<file path="config.mk">
export PLATFORM = sky130hd
export DESIGN_NAME = sram_controller
export DESIGN_NICKNAME = d
export VERILOG_FILES = /design/src/rtl/sram_controller.sv
export SDC_FILE = /design/constraint.sdc
export NUM_CORES = 1
export LEC_CHECK = 0
export CAP_MARGIN = 20
export CORE_MARGIN = 2
export CORE_UTILIZATION = 35
export DETAILED_ROUTE_END_ITERATION = 7
export PLACE_DENSITY = 0.68
export SLEW_MARGIN = 10
export SYNTH_ARGS = -nofsm -noshare
export SYNTH_HDL_FRONTEND = slang
export SYNTH_SLANG_ARGS = --single-unit
</file>
<file path="constraint.sdc">
create_clock -name clk -period 1.6 [get_ports clk]
set_input_delay 0.16 -clock clk [delete_from_list [all_inputs] [get_ports clk]]
set_output_delay 0.16 -clock clk [all_outputs]
set_load 0.01 [all_outputs]
</file>
<file path="src/rtl/sram_controller.sv">
// Bridges 32-bit pipeline loads/stores onto a 16-bit external SRAM using two half-word
// accesses, then a fixed settle period. The pipeline is frozen (ready=0) until DONE.
module sram_controller (
    input  logic        clk,
    input  logic        reset,
    input  logic        wr_en,
    input  logic        rd_en,
    input  logic [31:0] address,
    input  logic [31:0] writeData,
    output logic [31:0] readData,
    output logic        ready,
    output logic [17:0] sram_addr,
    output logic [15:0] sram_dq_out,
    output logic        sram_dq_oe,
    input  logic [15:0] sram_dq_in,
    output logic        sram_we_n
);

    // state | meaning
    // IDLE  | no access; latch request when wr_en|rd_en
    // LO    | low half-word access at {wa,0}
    // HI    | high half-word access at {wa,1}
    // WAIT  | three settle cycles
    // DONE  | access complete, ready=1 for one cycle
    typedef enum logic [2:0] {S_IDLE, S_LO, S_HI, S_WAIT, S_DONE} state_t;

    state_t      state_q, state_d;
    logic [1:0]  cnt_q, cnt_d;
    logic [16:0] wa_q, wa_d;
    logic [31:0] data_q, data_d;
    logic        wr_q, wr_d;
    logic [31:0] rdata_q, rdata_d;
    logic [17:0] addr_q, addr_d;
    logic [15:0] dq_out_q, dq_out_d;
    logic [16:0] wa_new;
    logic        wr_phase;

    // The SRAM window starts at byte 1024; addresses below it wrap silently.
    assign wa_new = 17'((address - 32'd1024) >> 2);

    always_ff @(posedge clk) begin
        if (reset) begin
            state_q  <= S_IDLE;
            cnt_q    <= 2'd0;
            wa_q     <= 17'd0;
            data_q   <= 32'd0;
            wr_q     <= 1'b0;
            rdata_q  <= 32'd0;
            addr_q   <= 18'd0;
            dq_out_q <= 16'd0;
        end else begin
            state_q  <= state_d;
            cnt_q    <= cnt_d;
            wa_q     <= wa_d;
            data_q   <= data_d;
            wr_q     <= wr_d;
            rdata_q  <= rdata_d;
            addr_q   <= addr_d;
            dq_out_q <= dq_out_d;
        end
    end

    always_comb begin
        state_d  = state_q;
        cnt_d    = cnt_q;
        wa_d     = wa_q;
        data_d   = data_q;
        wr_d     = wr_q;
        rdata_d  = rdata_q;
        addr_d   = addr_q;
        dq_out_d = dq_out_q;
        unique case (state_q)
            S_IDLE: begin
                if (wr_en || rd_en) begin
                    state_d = S_LO;
                    wa_d    = wa_new;
                    data_d  = writeData;
                    wr_d    = wr_en;
                    addr_d  = {wa_new, 1'b0};
                    if (wr_en) dq_out_d = writeData[15:0];
                end
            end
            S_LO: begin
                state_d = S_HI;
                addr_d  = {wa_q, 1'b1};
                if (wr_q) dq_out_d = data_q[31:16];
                else      rdata_d[15:0] = sram_dq_in;
            end
            S_HI: begin
                state_d = S_WAIT;
                cnt_d   = 2'd0;
                if (!wr_q) rdata_d[31:16] = sram_dq_in;
            end
            S_WAIT: begin
                if (cnt_q == 2'd2) state_d = S_DONE;
                else               cnt_d   = cnt_q + 2'd1;
            end
            S_DONE:  state_d = S_IDLE;
            default: state_d = S_IDLE;
        endcase
    end

    // Strobe is gated by reset so an abort suppresses the write edge in the same cycle.
    assign wr_phase    = wr_q && ((state_q == S_LO) || (state_q == S_HI)) && !reset;
    assign sram_we_n   = !wr_phase;
    assign sram_dq_oe  = wr_phase;
    assign sram_addr   = addr_q;
    assign sram_dq_out = dq_out_q;
    assign readData    = rdata_q;
    assign ready       = ((state_q == S_IDLE) && !(wr_en || rd_en)) || (state_q == S_DONE);

endmodule
</file>
### Word level (Yosys, flattened, before mapping)

Index checks and enable logic that the tools add are counted.

| word-level totals | value |
|---|---|
| bits in registers | 121 |
| word-level logic and storage cells | 52 |
| output and inout port bits | 69 |

| operators by class | value |
|---|---|
| add/subtract/negate cells | 2 |
| equality and inequality tests | 10 |
| reduce and logical (&&, ||, !) cells | 19 |
| mux-type cells | 11 |
| bitwise operators | 1 |

Operator list:

| operator | number |
|---|---|
| 2-to-1 mux 16 bit | 3 |
| case mux 18 bit (2 select lines) | 1 |
| case mux 16 bit (2 select lines) | 1 |
| subtractor 19 x 11 -> 19 bit (second input constant) | 1 |
| 2-to-1 mux 18 bit | 1 |
| case mux 3 bit (4 select lines) | 1 |
| AND reduction 2 bit | 6 |
| != test 2 bit (second input constant) | 5 |
| == test 3 x 2 -> 1 bit (second input constant) | 2 |
| 2-to-1 mux 3 bit | 2 |
| case mux 2 bit (2 select lines) | 1 |
| AND reduction 4 bit | 1 |
| nonzero test 2 bit | 2 |
| == test 3 x 1 -> 1 bit (second input constant) | 1 |
| == test 3 bit (second input constant) | 1 |
| logical AND 1 bit | 3 |
| logical NOT 1 bit | 3 |
| logical NOT 3 bit | 1 |
| logical OR 1 bit | 3 |
| adder 2 x 1 -> 2 bit (second input constant) | 1 |
| == test 2 bit (second input constant) | 1 |
| 2-to-1 mux 2 bit | 1 |
| inverter 1 bit | 1 |

### Depth between registers and ports, before layout

| logic depth | value |
|---|---|
| depth after elaboration | 5 |
| gate-level depth with buffers | 8 |
| mapped depth without buffers | 6 |

### Least setup slack after synthesis

No wires, ideal clock.

| path | value |
|---|---|
| path type | reg2reg |
| start | register state_q[2] |
| end | register addr_q[0], in the netlist sram_addr[0] |
| library setup time | 128 ps |
| slack | 115 ps |
| arrival | 1358 ps |
| period minus slack after synthesis | 1485 ps |
| stages on the path, launching flop included | 7 |
| cell sequence | dfxtp_1 o21bai_1 or3_1 buf_2 clkbuf_1 a21oi_1 nor2_1 |

| between the ends | value |
|---|---|
| word-level cells in the longest chain between the ends | 3 |

RTL lines:

| element | RTL line | RTL |
|---|---|---|
| from (decl) | 27 | `state_t state_q, state_d;` |
| from (signal assigned) | 52 | `state_q <= state_d;` |
| == test 3 x 1 -> 1 bit or logical NOT 3 bit (tied branches) | 72 | `unique case (state_q)` |
| nonzero test 2 bit (no line) or != test 2 bit (tied branches) | -- |  |
| AND reduction 2 bit (no line) | -- |  |
| to (signal assigned) | 58 | `addr_q <= addr_d;` |
| to (decl) | 33 | `logic [17:0] addr_q, addr_d;` |

Several ways; a longest one is shown, not always the timed one.
A chain may end at the register's enable or synchronous reset.

### Worst setup path after layout

| path | value |
|---|---|
| start | input port address[13] |
| end | register addr_q[16], in the netlist sram_addr[16] |

| between the ends | value |
|---|---|
| word-level cells in the longest chain between the ends | 3 |

RTL lines:

| element | RTL line | RTL |
|---|---|---|
| from (decl) | 8 | `input logic [31:0] address,` |
| subtractor 19 x 11 -> 19 bit | 39 | `assign wa_new = 17'((address - 32'd1024) >> 2);` |
| 2-to-1 mux 18 bit | 74 | `if (wr_en \|\| rd_en) begin` |
| case mux 18 bit (2 select lines) | 72 |  |

No other way between the ends. The select of a mux whose other input is x is not followed.

==> summary.txt <==
Power
  • Lkg Pwr: 0.00227 uW
  • Total Power: 6460 uW
  • Net switching share of the total power: 26.6%
  • Switching power summed over all nets: 1720 uW
  • Clock Power Share: 32.1%
  • Part of the power in combinational logic: 22.1%
  • Power per standard cell area: 1050 nW/um^2
  • Cell-internal power: 4740 uW
  • Maximum vdd drop: 0.000645 V
  • Sequential power share: 45.9%

Setup path
  • Required time at the worst-slack endpoint: 1.88 ns
  • Largest fanout of any net on the critical path: 4
  • Type of element capturing the critical path: register
  • WS Path Type: input pin to register
  • Biggest cell delay along the critical path: 0.48 ns
  • Worst reg2reg path depth: 5
  • Setup slack, reg-to-reg: 0.06 ns
  • Arr. time, crit path: 1.83 ns
  • Crit path launch: address[13]
  • Logic depth of the worst path, buffers included: 5
  • Cell occurring most often along the worst timing path: or3_1
  • Element type at the critical path start: input pin
  • Critical path endpoint: sram_addr[16]
  • Library cell contributing the largest single delay on the critical path: clkdlybuf4s50_1
  • Ordered cell list for the critical path: clkdlybuf4s50_1 > or3_1 > or3_1 > a211o_1 > o21ai_2
  • Combined buffer and inverter count along the critical path: 1
  • FF-to-FF End: sram_addr[12]
  • Cell class contributing the biggest share of worst-path delay: simple AND/OR/NAND/NOR gates
  • Worst r2r src: state_q[1]

Clocking
  • Hold-fix buffers, CTS: 0
  • Master cell of the clock root buffer: clkbuf_16
  • Maximum number of buffers from clock root to sink: 2
  • Number of buffers added by the clock tree synthesis step: 9
  • Total number of clock tree sinks: 105
  • Clock latency reported for the late side of the worst-skew pair: 0.34 ns
  • Clock-pin transition on the worst setup and hold timing paths: 0.07 ns
  • Number of H-tree branching levels: 3
  • TritonCTS clock tree: yes

Routing
  • Residual DRC: 0
  • Count of TritonRoute iterations in the first routing pass: 5
  • Ratio of routed vias to standard cells: 4.92
  • First DRT Iteration DRCs: 166
  • Antenna viol nets, final: 0
  • Per-cell routed wire length: 14.1 um
  • Via Count: 3824
  • Total wirelength of the detailed-routed design: 11.0 mm

GRT
  • Vias in the first global route: 3720
  • Global-route wire length before repair: 17.8 mm
  • Final global-route overflow total: 0
  • Total routing usage reported by global routing: 17.4%
  • Largest net degree at the start of global routing: 105
  • Number of antenna violations at the first check in global routing: 0

Die
  • Initial Util: 35.6%
  • Placeable Area: 11400 sq um
  • I/O Pins: 153
  • Number of placement rows: 39
  • Width of the die: 112 um
  • Die Y: 112 um
  • Die outline area: 12500 sq um

STA
  • Number of failing setup endpoints in the final timing report: 0
  • TNS Setup: 0 ns
  • RSZ-0062 raised after global routing: true
  • Transition time of the tightest slew-check pin: 0.436 ns
  • WHS: 0.127 ns
  • Final period util: 97.4%
  • Maximum clock skew at final layout: 0.00609 ns
  • Relative slew slack: 70.9%
  • Pins Over Slew Limit: 0
  • Tmin final: 1.56 ns
  • Fmax: 642 MHz
  • Final Hold Fails: 0

Yosys
  • Synth Instances: 483
  • Number of unique standard cell types used by synthesis: 37
  • Largest cells by area after synthesis: dfxtp_1 (52%), nand2_1 (12%), a21oi_1 (10%), mux2i_1 (4.2%), a22oi_1 (3.3%)
  • Synthesis warning total: 0
  • Cell accounting for the most synthesized area: dfxtp_1
  • Syn_nets: 569
  • Mapped cell area: 4050 sq um
  • Share of the synthesized area in the top cell type: 51.9%
  • Synthesis-stage register bit count: 105
  • Per-instance average area after synthesis: 8.39 sq um
  • Sequential fraction of the synthesis area: 51.9%

Cells and area
  • Filler instances: 1040
  • Layout cells sized above 1: 10.7%
  • Layout overhead on the synthesized area: 51.4%
  • Nets@finish: 716
  • Util after Layout: 53.9%
  • Most frequent cells in the layout: clkdlybuf4s50_1 (131), nand2_1 (125), dfxtp_1 (104), a21oi_1 (83), buf_4 (30)
  • Most common library cell in the layout ignoring fill and taps: clkdlybuf4s50_1
  • Fin cells: 778
  • Inserted Diodes: 0

Flow run
  • Reported max-cap violation count: 0

Place
  • Final weighted congestion in routability-driven placement: 0.827
  • Half-perimeter wire length of the detailed placement result: 7.76 mm
  • Count of input and output buffers: 137
  • # placed instances: 762

Worst hold path
  • Class of the most critical hold timing path: input pin to register

Status
  • Result of the run: finished, final reports clean
==> worst register-to-register path, delay by kind of cell, from the launching register on <==
family	cells	cell delay (ns)
buf+inv	2	0.41
compound gates	2	0.28
flops	1	0.34
simple gates	1	0.39
==> stage by stage <==
step	setup WS (ns)	cell area, sq um
floorplan	0.115	4050
global placement	-0.372	5800
detailed placement	-0.388	5800
CTS	0.000786	6090
global route	-0.0271	6130
finish	0.0418	6130
==> layer usage <==
layer  wire, um  vias to the layer above  part of all wire [%]  GRT usage [%]
li1           -                     1940                     -              -
met1       4820                     1790                    44           21.0
met2       5590                       77                    51           30.8
met3        310                       17                   2.8           3.32
met4        259                        0                   2.4           6.42
met5          0                        -                     0              0
==> synthesized netlist by cell type, drive strengths merged <==
cell    count
nor4        1
xor2        3
ha          2
nand3       1
a31oi       1
o31ai       1
clkbuf     24
buf        14
nor3       11
or3         6
inv         6
and4        1
nor3b       2
nor2       23
a211oi     17
or4b        1
dfxtp     105
nor4b       1
nor2b       1
o21ai       7
mux2i      17
nand2     125
a22oi      18
a21oi      83
a211o       1
or4         1
o31a        1
o21a        2
o21bai      1
nand2b      3
nand3b      1
a21o        2
==> what timing repair did <==
action                                  4_1_cts  5_1_grt
resized for setup                             9       16
buffers inserted                              0        0
endpoints found under the hold margin         0        0
pin swaps                                     1        0
endpoints found under the setup margin        6       35
==> flip-flops by register name (all words and copies together), names as in the netlist <==
signal	cells
cnt_q	2
wa_q	17
wr_q	1
data_q	16
sram_dq_out	16
readData	32
sram_addr	18
state_q	3
==> cells by family after synthesis <==
family | synth area share (%)
xor gates and xnor gates | 0.649
AOI/OAI and AO/OA | 19.4
and+or+nand+nor | 18.7
DFF | 51.9
muxes | 4.20
adders and majority gates | 0.618
buffers and inverters | 4.54
==> cell type report <==
| cell class | count | area, sq um | share of cell area, % |
|---|---|---|---|
| sequential | 105 | 2110 | 34.3 |
| timing repair buffer | 174 | 1720 | 28.1 |
| inverter | 6 | 22.5 | 0.367 |
| clock inverter | 2 | 12.5 | 0.204 |
| tap | 143 | 179 | 2.92 |
| multi-input combinational | 334 | 1830 | 29.8 |
| clock buffer | 14 | 264 | 4.31 |
==> how the worst min path moves through the flow <==
stage	end	cells after the start	slack, ns	from
2_1_floorplan	wa_q[8]	1	0.26	address[10]
3_3_place_gp	wa_q[7]	2	0.44	wa_q[7]
3_5_place_dp	wa_q[13]	2	0.45	wa_q[13]
4_1_cts	state_q[1]	4	0.11	reset
5_1_grt	state_q[1]	4	0.14	reset
6_report	state_q[1]	4	0.13	reset
==> power groups by stage <==
stage | clock, uW | combinational (uW) | sequential [uW]
floorplan | 0 | 591 | 3060
global placement | 0 | 1390 | 3010
detailed placement | 0 | 1410 | 3020
CTS | 2130 | 1420 | 2960
global route | 2230 | 1560 | 2990
finish | 2070 | 1430 | 2960
No activity file was read; power rests on OpenSTA's default activity.
